**src/rtl/ro_slot_rx.sv**
```systemverilog
// Receive-side slot decoder for a shared Gray-scheduled readout line.
// Mirrors the transmitter counter, samples the line on the falling edge and emits tagged bits.
module ro_slot_rx #(
  parameter int NCH = 17,
  parameter int CHW = 5
) (
  input  logic           clk_ext,
  input  logic           rstb,
  input  logic           en,
  input  logic           restart,
  input  logic           mux_in,
  output logic           out_valid,
  output logic [CHW-1:0] out_chan,
  output logic           out_bit,
  output logic           frame_done,
  output logic [NCH-1:0] chan_bits,
  output logic [NCH-1:0] slot_cnt
);

  logic [NCH-1:0] cnt;
  logic [CHW-1:0] slot_idx;
  logic [CHW-1:0] next_idx;
  logic           slot_live;
  logic           slot_wrap;

  logic           cap_bit;
  logic [CHW-1:0] cap_chan;
  logic           cap_live;
  logic           cap_wrap;

  // Trailing-ones count of cnt; all-ones (and MSB-only-zero) both land on NCH-1.
  always_comb begin
    next_idx = CHW'(NCH - 1);
    for (int i = NCH - 2; i >= 0; i--) begin
      if (!cnt[i]) next_idx = CHW'(i);
    end
  end

  always_ff @(posedge clk_ext or negedge rstb) begin
    if (!rstb) begin
      cnt        <= '0;
      slot_idx   <= '0;
      slot_live  <= 1'b0;
      slot_wrap  <= 1'b0;
      out_valid  <= 1'b0;
      out_chan   <= '0;
      out_bit    <= 1'b0;
      frame_done <= 1'b0;
      chan_bits  <= '0;
    end else begin
      if (restart) begin
        cnt       <= '0;
        slot_idx  <= '0;
        slot_live <= 1'b0;
        slot_wrap <= 1'b0;
      end else if (en) begin
        slot_idx  <= next_idx;
        slot_live <= 1'b1;
        slot_wrap <= &cnt;
        cnt       <= cnt + NCH'(1);
      end else begin
        slot_live <= 1'b0;
      end

      // A restart flushes the slot sampled just before it.
      out_valid  <= cap_live & ~restart;
      out_chan   <= cap_chan;
      out_bit    <= cap_bit;
      frame_done <= cap_live & ~restart & cap_wrap & (cap_chan == CHW'(NCH - 1));
      if (cap_live && !restart) chan_bits[cap_chan] <= cap_bit;
    end
  end

  // The transmitter only drives while clk_ext is high, so sample on the falling edge.
  always_ff @(negedge clk_ext or negedge rstb) begin
    if (!rstb) begin
      cap_bit  <= 1'b0;
      cap_chan <= '0;
      cap_live <= 1'b0;
      cap_wrap <= 1'b0;
    end else begin
      cap_bit  <= slot_live & (mux_in === 1'b1);
      cap_chan <= slot_idx;
      cap_live <= slot_live;
      cap_wrap <= slot_wrap;
    end
  end

  assign slot_cnt = cnt;

endmodule

```
**config.mk**
```make
export PLATFORM = sky130hd
export DESIGN_NAME = ro_slot_rx
export DESIGN_NICKNAME = d
export VERILOG_FILES = /design/src/rtl/ro_slot_rx.sv
export SDC_FILE = /design/constraint.sdc
export NUM_CORES = 1
export LEC_CHECK = 0
export ABC_AREA = 1
export BUFFER_PORTS_ARGS = -buffer_cell sky130_fd_sc_hd__clkbuf_2
export CORE_ASPECT_RATIO = 0.6
export CORE_MARGIN = 2
export CORE_UTILIZATION = 45
export CTS_CLUSTER_SIZE = 24
export DETAILED_ROUTE_END_ITERATION = 8
export PLACE_DENSITY = 0.79
export SLEW_MARGIN = 20
export SYNTH_ARGS = -nofsm -noshare
export SYNTH_HDL_FRONTEND = slang
export SYNTH_SLANG_ARGS = --single-unit
```
**constraint.sdc**
```tcl
create_clock -name clk_ext -period 1.7 [get_ports clk_ext]
set_clock_uncertainty 0.2 [all_clocks]
set_input_delay 0.34 -clock clk_ext [delete_from_list [all_inputs] [get_ports clk_ext]]
set_output_delay 0.34 -clock clk_ext [all_outputs]
set_load 0.1 [all_outputs]
```
==> metrics.md <==
| Metric | Value |
|---|---|
| Status | `finished, violations left` |
| Failing checks | `negative setup slack` |
| Commonest non-fill, non-tap cells in the layout | `buf_4 (67), buf_6 (35), dfrtp_1 (33)` |
| IR drop worst, VDD | `between 0.0006 and 0.0007 V` |
| Rel. slew slack | `0.647` |
| Mux share of post-synthesis cell area | `0` |
| Max-cap viol count | `0` |
| Min Hold Slack | `~0.15 ns` |
| HPWL Detailed | `between 4000 and 5000 um` |
| Reg2reg start | `cap_chan[4]` |
| Number of H-tree levels | `3` |
| Combinational power share | `0.119` |
| Top delay family on crit path | `flip-flops` |
| Horiz. Die Dim | `between 90 and 100 um` |
| Core area | `0.00508 mm^2` |
| Int Power | `2.28 mW` |
| Setup_tns | `-13.04 ns` |
| Post-Route WL | `roughly 10000 um` |
| Via/cell ratio | `~6.0` |
| Power Total | `between 3 and 4 mW` |
| TritonCTS Buffers | `9` |
| Initial DRT Pass Iterations | `6` |
| TritonCTS clock tree | `done` |
| Req. time, crit path | `roughly 1.8 ns` |
| Final WS setup | `-0.723 ns` |
| PortBufs | `46` |
| Via count | `2697` |
| Total DRC errors in the routed layout | `0` |
| Ant. Diodes | `0` |
| Switching share of total power | `0.276` |
| Worst path bufs/invs | `2` |
| Cell Pwr Density | `around 730 mW/mm^2` |
| Overflow after GRT | `0` |
| Crit path from | `cap_chan[4]` |
| Syn Inst Count | `241` |
| Worst-path fanout max | `8` |
| Commonest non-fill, non-tap cell in the layout | `buf_4` |
| Global-route wire length before repair | `13000 um` |
| Io pins | `47` |
| Placed Cells | `approximately 400` |
| Critical path's largest stage delay | `approximately 0.43 ns` |
| Slew Limit Fails | `0` |
| Critical R2R Capture | `chan_bits[9]` |
| Arr. time, crit path | `roughly 2.5 ns` |
| Clock Tree Buf Depth | `2` |
| # rows | `20` |
| Hold Vio Cnt, Final | `0` |
| GPL Wtd Cong | `around 0.83` |
| Pleak | `between 2 and 2.5 nW` |
| Startpoint types | `register` |
| Syn Area/Cell | `9.87 um^2` |
| Crit path to | `chan_bits[9]` |
| Initial antenna violation count | `0` |
| Overall routing resource usage | `0.298` |
| Clock power frac | `0.433` |
| Worst min path class | `input pin to register` |
| Sequential fraction of the synthesis area | `0.600` |
| Worst skew pair latency | `~0.35 ns` |
| Clk slew on worst S/H paths | `about 0.070 ns` |
| Nets@finish | `385` |
| DRT iter0 DRCs | `between 300 and 400` |
| Routed len/inst | `22.4 um` |
| Largest net degree at the start of global routing | `31` |
| Part of the power in registers | `0.448` |
| Initial Utilization | `0.468` |
| Final setup viols | `38` |
| Crit Path Category | `register to register` |
| Compound-gate portion of the synthesized area | `0.159` |
| Num Clock Sinks | `57` |
| Post-Synth XOR/XNOR Area | `0` |
| Layout Cells excl Fill | `approximately 450` |
| Util after Layout | `0.849` |
| Post-Syn Area | `roughly 0.0024 mm^2` |
| RSZ-0062 raised after global routing | `true` |
| Synthesized Nets | `roughly 250` |
| Worst path cell trace | `buf_12 > nor3_4 > buf_6 > a21oi_1 > a31oi_1` |
| Dpl cell area | `0.00348 mm^2` |
| Routed Antenna Nets | `0` |
| Die area | `between 0.005 and 0.006 mm^2` |
| Crit end category | `register` |
| Dpl ws | `-0.658 ns` |
| Root buffer cell | `clkbuf_8` |
| Post-Synth Adder-Cell Area | `0.0105` |
| Unique masters post-synth | `32` |
| Net switching power figure | `0.870 mW` |
| Post-route cell area | `0.00431 mm^2` |
| Syn-to-layout area delta | `81.3%` |
| Worst R2R Path Depth | `5` |
| Number of global-route vias before repair | `approximately 2400` |
| Fraction of layout cells with a size suffix above 1 | `0.585` |
| Slew @ Worst Pin | `about 0.53 ns` |
| Flop-to-flop setup slack | `-0.72 ns` |
| Total number of cells along the worst setup path | `5` |
| Warnings, synthesis | `0` |
| Crit-path slowest cell | `dfrtn_1` |
| Synth Area in Simple Gates | `0.179` |
| Post-synthesis register bit count | `57` |
| Die height | `60.3 um` |
| Largest family of logic cells by synthesized area | `simple AND/OR/NAND/NOR gates` |
[registers in the layout, indices dropped and copies added (netlist names), 5 cells and up]
register	flops
slot_idx	5
cap_chan	5
chan_bits	17
slot_cnt	17
out_chan	5
[power groups by stage]
stage / Combinational [mW] / Clock (mW) / Sequential (mW)
after floorplan: 0.0526 / 0 / 1.59
after global placement: 0.320 / 0 / 1.44
after detailed placement: 0.329 / 0 / 1.44
after CTS: 0.341 / 1.33 / 1.41
after global routing: 0.385 / 1.43 / 1.41
final: 0.374 / 1.37 / 1.41
[layer usage]
layer  GRT usage  vias up  part of all wire
met3      0.0971       64              0.11
met4       0.139        0             0.059
li1            -     1101                 -
met1       0.379     1298              0.39
met5           0        -                 0
met2       0.477      234              0.44
[worst register-to-register path, delay by kind of cell (launching register included)]
family / cells / cell delay [ns]
DFF: 1 / 0.43
buffers and inverters: 2 / 0.36
AOI/OAI and AO/OA: 2 / 0.33
and+or+nand+nor: 1 / 0.18
[cells in the mapped netlist (all sizes together)]
cell type  number  share of area
nor2           24          0.047
and3            2         0.0058
a211oi          2         0.0084
clkbuf          1         0.0016
a32o            1         0.0042
dfrtn           8          0.084
buf             1         0.0047
a31oi          17          0.045
nor4            1         0.0026
nand4           4          0.011
o21ai          12          0.027
a21oi          29          0.061
inv            29          0.046
o21a            1         0.0032
nand3           2         0.0063
nor3           10          0.034
nand2          43          0.072
o31ai           1         0.0032
a22o            2         0.0074
ha              2          0.011
dfrtp          49           0.52
[worst min path at each step]
stage,from,endpoint,cells past startpoint
2_1_floorplan,rstb,chan_bits[0],0
3_3_place_gp,rstb,slot_cnt[6],2
3_5_place_dp,rstb,slot_cnt[6],2
4_1_cts,en,slot_cnt[0],3
5_1_grt,en,slot_cnt[0],3
6_report,en,slot_cnt[0],3
[logic make-up (layout without fill, tap and decap cells)]
group           count (synthesis)  in the layout
flops                          57             57
fa+ha+maj                       2              2
simple gates                   86             86
buf+inv                        31            173
compound gates                 65             65
[cell type report]
type / count / area, um^2
flip-flops and latches: 57 / 1490
multi-input cells: 153 / 1080
inverters: 29 / 111
fillers: 219 / 768
repair buffers: 128 / 1340
well taps: 66 / 82.6
clock buffers: 14 / 173
clock inverters: 2 / 35.0
[timing repair]
action,CTS,global route
pin swaps,19,26
hold buffers,1,0
setup endpoints to repair,27,49
buffers inserted,15,25
hold endpoints to repair,34,0
gates resized for setup,38,49
No activity file was read; power rests on OpenSTA's default activity.
